--- src/rtl/iter_muldiv_unit.sv ---
// iter_muldiv_unit: multi-cycle responder for the ALU start/ready handshake.
// Multiply is WIDTH-bit signed radix-2 Booth, divide is WIDTH-bit unsigned
// restoring; each takes WIDTH iterations with one operation in flight.
module iter_muldiv_unit #(
    parameter int WIDTH = 16
) (
    input  logic               clk,
    input  logic               rst,
    input  logic               start,
    input  logic               op,
    input  logic [WIDTH-1:0]   a,
    input  logic [WIDTH-1:0]   b,
    output logic               busy,
    output logic               ready,
    output logic               div_by_zero,
    output logic [2*WIDTH-1:0] result
);

    localparam int CNT_W = $clog2(WIDTH + 1);
    localparam logic [CNT_W-1:0] CNT_LOAD = CNT_W'(WIDTH);
    localparam logic [CNT_W-1:0] CNT_ONE  = CNT_W'(1);
    localparam logic [CNT_W-1:0] CNT_ZERO = CNT_W'(0);

    typedef enum logic [1:0] {
        S_IDLE = 2'd0,
        S_CALC = 2'd1,
        S_DONE = 2'd2
    } state_e;

    // One Booth iteration: add/subtract the sign-extended multiplier per the
    // {q[0], q_1} pair, then arithmetic-shift {acc, q, q_1} right by one.
    // The returned vector is already the shifted {acc, q, q_1}.
    function automatic logic [2*WIDTH+1:0] booth_step(
        input logic [WIDTH:0]   acc,
        input logic [WIDTH-1:0] q,
        input logic             q1,
        input logic [WIDTH-1:0] m
    );
        logic [WIDTH:0] m_ext;
        logic [WIDTH:0] sum;
        m_ext = {m[WIDTH-1], m};
        case ({q[0], q1})
            2'b01:   sum = acc + m_ext;
            2'b10:   sum = acc - m_ext;
            default: sum = acc;
        endcase
        return {sum[WIDTH], sum, q};
    endfunction

    // One restoring-division iteration: shift {rem, q} left, try subtracting
    // the divisor and keep the difference only when it does not go negative.
    // Returns {rem (WIDTH+1 bits), q (WIDTH bits)}.
    function automatic logic [2*WIDTH:0] restore_step(
        input logic [WIDTH-1:0] rem,
        input logic [WIDTH-1:0] q,
        input logic [WIDTH-1:0] d
    );
        logic [WIDTH:0]   rem_sh;
        logic [WIDTH:0]   d_ext;
        logic [WIDTH:0]   rem_n;
        logic [WIDTH-1:0] q_n;
        rem_sh = {rem, q[WIDTH-1]};
        d_ext  = {1'b0, d};
        if (rem_sh >= d_ext) begin
            rem_n = rem_sh - d_ext;
            q_n   = {q[WIDTH-2:0], 1'b1};
        end else begin
            rem_n = rem_sh;
            q_n   = {q[WIDTH-2:0], 1'b0};
        end
        return {rem_n, q_n};
    endfunction

    // Architectural state. acc_q is the Booth accumulator for multiply and the
    // partial remainder for divide; only one is live at a time.
    state_e             state_q, state_d;
    logic               op_q, op_d;
    logic [WIDTH-1:0]   b_q, b_d;
    logic [WIDTH:0]     acc_q, acc_d;
    logic [WIDTH-1:0]   q_q, q_d;
    logic               q1_q, q1_d;
    logic [CNT_W-1:0]   cnt_q, cnt_d;
    logic               busy_q, busy_d;
    logic               ready_q, ready_d;
    logic               dbz_q, dbz_d;
    logic [2*WIDTH-1:0] result_q, result_d;

    // Per-iteration datapath results for both operations.
    logic [WIDTH:0]     acc_mul_s;
    logic [WIDTH-1:0]   q_mul_s;
    logic               q1_mul_s;
    logic [WIDTH:0]     rem_div_s;
    logic [WIDTH-1:0]   q_div_s;

    // Evaluate one multiply and one divide iteration from the current state.
    always_comb begin
        {acc_mul_s, q_mul_s, q1_mul_s} = booth_step(acc_q, q_q, q1_q, b_q);
        {rem_div_s, q_div_s}           = restore_step(acc_q[WIDTH-1:0], q_q, b_q);
    end

    // Next-state logic: operand capture, iteration, result publication.
    always_comb begin
        state_d  = state_q;
        op_d     = op_q;
        b_d      = b_q;
        acc_d    = acc_q;
        q_d      = q_q;
        q1_d     = q1_q;
        cnt_d    = cnt_q;
        busy_d   = busy_q;
        ready_d  = 1'b0;
        dbz_d    = dbz_q;
        result_d = result_q;
        case (state_q)
            S_IDLE: begin
                if (start) begin
                    op_d    = op;
                    b_d     = b;
                    acc_d   = {(WIDTH+1){1'b0}};
                    q_d     = a;
                    q1_d    = 1'b0;
                    cnt_d   = CNT_LOAD;
                    busy_d  = 1'b1;
                    dbz_d   = 1'b0;
                    state_d = S_CALC;
                end else begin
                    busy_d  = 1'b0;
                end
            end
            S_CALC: begin
                cnt_d = cnt_q - CNT_ONE;
                if (op_q) begin
                    acc_d = rem_div_s;
                    q_d   = q_div_s;
                end else begin
                    acc_d = acc_mul_s;
                    q_d   = q_mul_s;
                    q1_d  = q1_mul_s;
                end
                if (cnt_q == CNT_ONE) begin
                    if (op_q) begin
                        result_d = {q_div_s, rem_div_s[WIDTH-1:0]};
                        dbz_d    = (b_q == {WIDTH{1'b0}});
                    end else begin
                        result_d = {acc_mul_s[WIDTH-1:0], q_mul_s};
                        dbz_d    = 1'b0;
                    end
                    ready_d = 1'b1;
                    state_d = S_DONE;
                end else begin
                    state_d = S_CALC;
                end
            end
            S_DONE: begin
                busy_d  = 1'b0;
                state_d = S_IDLE;
            end
            default: begin
                busy_d  = 1'b0;
                state_d = S_IDLE;
            end
        endcase
    end

    // State register with synchronous reset that overrides any operation in flight.
    always_ff @(posedge clk) begin
        if (rst) begin
            state_q  <= S_IDLE;
            op_q     <= 1'b0;
            b_q      <= {WIDTH{1'b0}};
            acc_q    <= {(WIDTH+1){1'b0}};
            q_q      <= {WIDTH{1'b0}};
            q1_q     <= 1'b0;
            cnt_q    <= CNT_ZERO;
            busy_q   <= 1'b0;
            ready_q  <= 1'b0;
            dbz_q    <= 1'b0;
            result_q <= {(2*WIDTH){1'b0}};
        end else begin
            state_q  <= state_d;
            op_q     <= op_d;
            b_q      <= b_d;
            acc_q    <= acc_d;
            q_q      <= q_d;
            q1_q     <= q1_d;
            cnt_q    <= cnt_d;
            busy_q   <= busy_d;
            ready_q  <= ready_d;
            dbz_q    <= dbz_d;
            result_q <= result_d;
        end
    end

    assign busy        = busy_q;
    assign ready       = ready_q;
    assign div_by_zero = dbz_q;
    assign result      = result_q;

endmodule

--- config.mk ---
export PLATFORM = sky130hd
export DESIGN_NAME = iter_muldiv_unit
export DESIGN_NICKNAME = d
export VERILOG_FILES = /design/src/rtl/iter_muldiv_unit.sv
export SDC_FILE = /design/constraint.sdc
export NUM_CORES = 1
export LEC_CHECK = 0
export CAP_MARGIN = 20
export CORE_UTILIZATION = 35
export CTS_CLUSTER_SIZE = 24
export DETAILED_ROUTE_END_ITERATION = 12
export PLACE_DENSITY = 0.59
export SETUP_SLACK_MARGIN = 0.5
export SLEW_MARGIN = 30
export SYNTH_ARGS = -nofsm -noshare
export SYNTH_HDL_FRONTEND = slang
export SYNTH_SLANG_ARGS = --single-unit
--- constraint.sdc ---
create_clock -name clk -period 4.42 [get_ports clk]
set_input_delay 0.442 -clock clk [delete_from_list [all_inputs] [get_ports clk]]
set_output_delay 0.442 -clock clk [all_outputs]
set_load 0.01 [all_outputs]
Word-level counts from Yosys, hierarchy flattened
Index checks and enable logic that the tools add are counted.

Add/sub/neg operators: 4. Magnitude comparators: 1. Equality and inequality tests: 7. Mux-type cells: 24. Bitwise logic cells: 1. Reductions and logical operators: 9.

Operator list (number): one-hot mux 17 bit (2 select lines) (2); two-way mux 17 bit (3); two-way mux 16 bit (2); two-way mux 32 bit (1); one-hot mux 16 bit (2 select lines) (1); adder 17 bit (1); >= comparator 17 x 16 -> 1 bit (1); subtractor 17 x 16 -> 17 bit (1); subtractor 17 bit (1); zero test 16 bit (1); one-hot mux 5 bit (2 select lines) (1); two-way mux 1 bit (7); != test 2 bit, second input constant (3); one-hot mux 1 bit (2 select lines) (3); AND reduction 2 bit (3); AND reduction 3 bit (2); equality test 5 x 1 -> 1 bit, second input constant (1); two-way mux 5 bit (1); subtractor 5 x 1 -> 5 bit, second input constant (1); equality test 2 x 1 -> 1 bit, second input constant (2); two-way mux 2 bit (2); one-hot mux 2 bit (2 select lines) (1); equality test 2 bit, second input constant (1); zero test 2 bit (1); 3 further kinds (3).

Register bits: 93. Input bits: 36.

Logic depth before layout (Yosys ltp)
Word-level depth: 4. Gate-level depth with buffers: 16. Depth with buffers taken out: 15.

Worst setup path after synthesis
OpenSTA, ideal clock, no wires.

Kind: reg-to-reg. Start point: register q_q[0]. End point: register result_q[30], in the netlist result[30]. Setup time: 0.091 ns. Arrival time: 3.441 ns. Slack: 0.888 ns. Stages on the path, launching flop included: 16. Path buffers: 2. Clock period less this slack: 3.532 ns. Cell sequence: dfxtp_1 > ha_1 > clkbuf_1 > clkbuf_1 > nor2_1 > xnor2_1 > ha_1 > o21a_1 > o31a_1 > o211ai_1 > a21oi_1 > a2111oi_0 > a21oi_1 > xnor2_1 > o31a_1 > a311oi_1.

Longest elaborated chain between the ends: 3. Elaborated cells on any way between the ends: 4.

RTL lines: start, declared (RTL line 80) `logic [WIDTH-1:0] q_q, q_d;`; start signal, assigned (RTL line 172) `q_q <= {WIDTH{1'b0}};`; start signal, assigned (RTL line 184) `q_q <= q_d;`; equality test 2 bit or equality test 2 x 1 -> 1 bit (tied branches) (RTL line 42) `case ({q[0], q1})`; one-hot mux 17 bit (2 select lines) (*) (RTL line 42); two-way mux 32 bit (*) (RTL line 141) `if (op_q) begin`; end signal, assigned (RTL line 178) `result_q <= {(2*WIDTH){1'b0}};`; end signal, assigned (RTL line 190) `result_q <= result_d;`; end, declared (RTL line 86) `logic [2*WIDTH-1:0] result_q, result_d;`.

Every way passes the cells marked *; elsewhere a longest branch is shown, timed or not. A chain may end at the register's enable or synchronous reset.

Final worst setup path
Start point: register b_q[0]. End point: register acc_q[14].

Longest elaborated chain between the ends: 4. Elaborated cells on any way between the ends: 8.

RTL lines: start, declared (RTL line 78) `logic [WIDTH-1:0] b_q, b_d;`; start signal, assigned (RTL line 170) `b_q <= {WIDTH{1'b0}};`; subtractor 17 bit (tied with other cells) (RTL line 44) `2'b10: sum = acc - m_ext;`; one-hot mux 17 bit (2 select lines) or two-way mux 17 bit (tied branches) (RTL line 42, 64); two-way mux 17 bit (*) (RTL line 132) `if (op_q) begin`; one-hot mux 17 bit (2 select lines) (*) (RTL line 114) `case (state_q)`; end signal, assigned (RTL line 171) `acc_q <= {(WIDTH+1){1'b0}};`; end, declared (RTL line 79) `logic [WIDTH:0] acc_q, acc_d;`.

Marked as above.

==> run summary <==
DRC: 0
largest net degree at the start of global routing: 56
ordered list of cells on the worst path: inv_1 -> ha_1 -> mux2_2 -> inv_1 -> ha_1 -> nor2b_1 -> o31a_1 -> o211ai_1 -> a21oi_1 -> a2111oi_1 -> a21oi_1 -> xnor2_1 -> o31a_1 -> a311oi_1
Synth-to-Final Area Change: 20.24%
Critical R2R Launch: b_q[0]$_SDFFE_PP0P_
GP Congestion: 0.9273
Slew headroom: 43.36%
Worst R2R Path Depth: 14
Worst-path clk slew: 0.07 ns
post-CTS sizing: 0
final-report hold violation count: 0
CTS Hold Bufs: 0
synthesized instance count: 822
power consumption: 2.930 mW
DRT Wirelength: 18.95 mm
Buf+Inv Stages, Crit Path: 2
CTS max path bufs: 2
Netlist cell types: 57
CTS Buf Count: 9
outcome: completed
final instance area: 0.007410 mm²
number of synthesized flops with an enable pin: 0
share of flip-flops with an asynchronous set or reset: 0%
crit path kind: register to register
Worst Hold Launch: result[15]$_SDFFE_PP0P_
Simple-Gate Fraction of Synth Area: 21.10%
drt initial violations: 451
Clock Sinks: 93
CP required: 4.68 ns
Synth top area share: 30.21%
Yosys top cell by area: dfxtp_1
crit end category: register
Routed Antenna Nets: 0
Pleak: 2.791 nW
fill cell count: 1799
chip width: 134.7 µm
RR Endpoint: acc_q[14]$_SDFFE_PP0P_
vias in the first global route: 5715
synthesized-area fraction occupied by adder cells: 7.959%
setup ws final: 0.8049 ns
port buffer count: 70
NumNets Final: 938
Setup Skew: 0.005337 ns
I/O Pins: 71
pwr dens: 395.4 mW/mm²
compound-cell area share of the yosys netlist: 27.17%
core area: 0.01724 mm²
drt first pass iters: 6
post-synthesis register bit count: 93
first-pass GRT wire length: 30.66 mm
hold depth: 2
Worst Tran Pin Value: 0.8496 ns
fin. max-slew vios: 0
WL/cell: 17.32 µm
crit start category: register
main combinational cell family by area after synthesis: compound AO/OA/AOI/OAI gates
CP delay by family, top: compound AO/OA/AOI/OAI gates
multiplexer area fraction after synthesis: 3.005%
CP Max Fanout: 5
synth top area cells: dfxtp_1, a21oi_1, ha_1
internal power: 1.889 mW
htree depth: 3
detailed placement HPWL: 14.06 mm
Hold Path End: result[15]$_SDFFE_PP0P_
Setup violations, final: 0
synthesized netlist net count: 896
register area share after synthesis: 30.21%
CP startpoint: b_q[0]$_SDFFE_PP0P_
clock share of power: 31.3%
R2R setup slack: 0.80 ns
grt total ovfl: 0
Max Freq: 0.2766 GHz
Placement Setup Slack: 0.7136 ns
Yosys warnings: 0
Root Buffer: clkbuf_16
mapped cell area: 0.006162 mm²
Slowest cell on crit path: a2111oi_1
slowest stage delay, CP: 0.56 ns
TNS Setup: 0 ns
cell row count: 48
Via density: 5.547
Net Sw Frac: 35.54%
fin crit share: 81.79%
Worst EP arrival: 3.88 ns
Placement Cell Area: 0.007063 mm²
Worst VDD drop: 0.0003129 V
layout cells sized above 1: 5.293%
RSZ-0062 raised after global routing: no
die area: 0.01814 mm²
via count: 6068
Total GRT Usage: 21.58%
post-synthesis xor/xnor area fraction: 4.832%
switching power: 1.041 mW
postcts setup bufs: 0
TritonCTS clock tree: built
Logic pwr share: 36.1%
diode count: 0
Syn Area/Cell: 7.497 µm²
initial antenna violation count: 0
sequential share of power: 32.6%
Period minus WS final: 3.615 ns
Main synth FF type: dfxtp_1
Max Cap Viol: 0
latest clock arrival within the worst-skew pair: 0.36 ns
final core occ: 42.99%
initial cell density of the core: 35.75%
HP Class: register to register
Die Y: 134.7 µm
routing by layer:
| metal | wire length, µm | global-route usage (%) |
|---|---|---|
| met1 | 9097 | 28.56 |
| met5 | 0 | 0 |
| met3 | 804 | 3.341 |
| met4 | 343 | 6.679 |
| met2 | 8702 | 35.91 |
cell usage after synthesis (5+ instances only):
cell      number
xnor2_1       25
a211oi_1      29
nand3_1       12
nand4_1        5
mux2i_1       14
dfxtp_1       93
a21o_1         9
a31oi_1        7
a221oi_1       8
nor3_1        28
clkbuf_1      44
o31ai_1        6
nand2b_1      10
xor2_1         9
o21a_1         6
nor2b_1       14
ha_1          36
and3_1         6
o211ai_1      11
nand2_1      120
a21oi_1       91
nor2_1        82
o21ai_0       30
a311oi_1      25
and2_1         5
inv_1         36
cell families after synthesis:
logic type | Yosys count
DFF | 93
buffers and inverters | 89
xor gates and xnor gates | 34
adders and majority gates | 38
AOI/OAI and AO/OA | 255
and+or+nand+nor | 295
muxes | 18
worst max-delay path by stage:
stage                     cells after the start                 endpoint
after floorplan                              15  result[30]$_SDFFE_PP0P_
after global placement                       14  result[30]$_SDFFE_PP0P_
after detailed placement                     14   acc_q[14]$_SDFFE_PP0P_
after CTS                                    14  result[30]$_SDFFE_PP0P_
after global routing                         14   acc_q[14]$_SDFFE_PP0P_
final                                        14   acc_q[14]$_SDFFE_PP0P_
flip-flops by register name (all words and copies together), names as in the netlist:
name	flops
busy	1
state_q	2
op_q	1
acc_q	17
b_q	16
ready	1
cnt_q	5
q_q	16
result	32
div_by_zero	1
q1_q	1
per-stage QoR:
step                      std cells  hold slack, ns
after floorplan                 822          0.4576
after CTS                      1094          0.4588
after detailed placement       1078          0.4463
after global routing           1094          0.4909
after global placement         1077          0.4472
final                          1094          0.4565
placed cells by master (no fill, tap or decap), drive strengths merged, types with 4 or more instances in the layout:
cell,Yosys,routed
nand2,120,120
dfxtp,93,93
a21oi,92,92
nor2,82,82
clkdlybuf4s50,0,69
inv,36,38
ha,36,36
o21ai,34,34
a211oi,29,29
nor3,28,28
a311oi,26,26
xnor2,25,25
buf,9,15
mux2i,14,14
nor2b,14,14
nand3,12,12
o211ai,11,11
nand2b,10,10
xor2,9,9
a21o,9,9
clkbuf,44,9
a221oi,8,8
a31oi,7,7
and3,6,6
o21a,6,6
o31ai,6,6
nand4,5,5
and2,5,5
mux2,4,4
nor4,4,4
or3,4,4
tightest hold or removal path, cell delays in order (launching register included):
cell and delay, ns:
dfxtp_1 0.31, nand2_1 0.05, a21oi_1 0.05
power by group through the flow:
stage	Clock, mW	Sequential [mW]	Combinational, mW
finish	0.917	0.955	1.06
global placement	0	0.973	1.04
global route	0.962	0.963	1.17
floorplan	0	0.952	0.797
CTS	0.931	0.954	1.05
detailed placement	0	0.973	1.04
final cells by class:
class / count / area (µm²) / area share [%]
repair buffers: 84 / 820.8 / 11.08
clock buffers: 9 / 225.2 / 3.040
clock inverters: 7 / 120.1 / 1.621
inverters: 36 / 135.1 / 1.824
flip-flops and latches: 93 / 1863 / 25.14
multi-input cells: 640 / 3964 / 53.50
well taps: 225 / 281.5 / 3.799
Power figures use the tool's default switching activity.
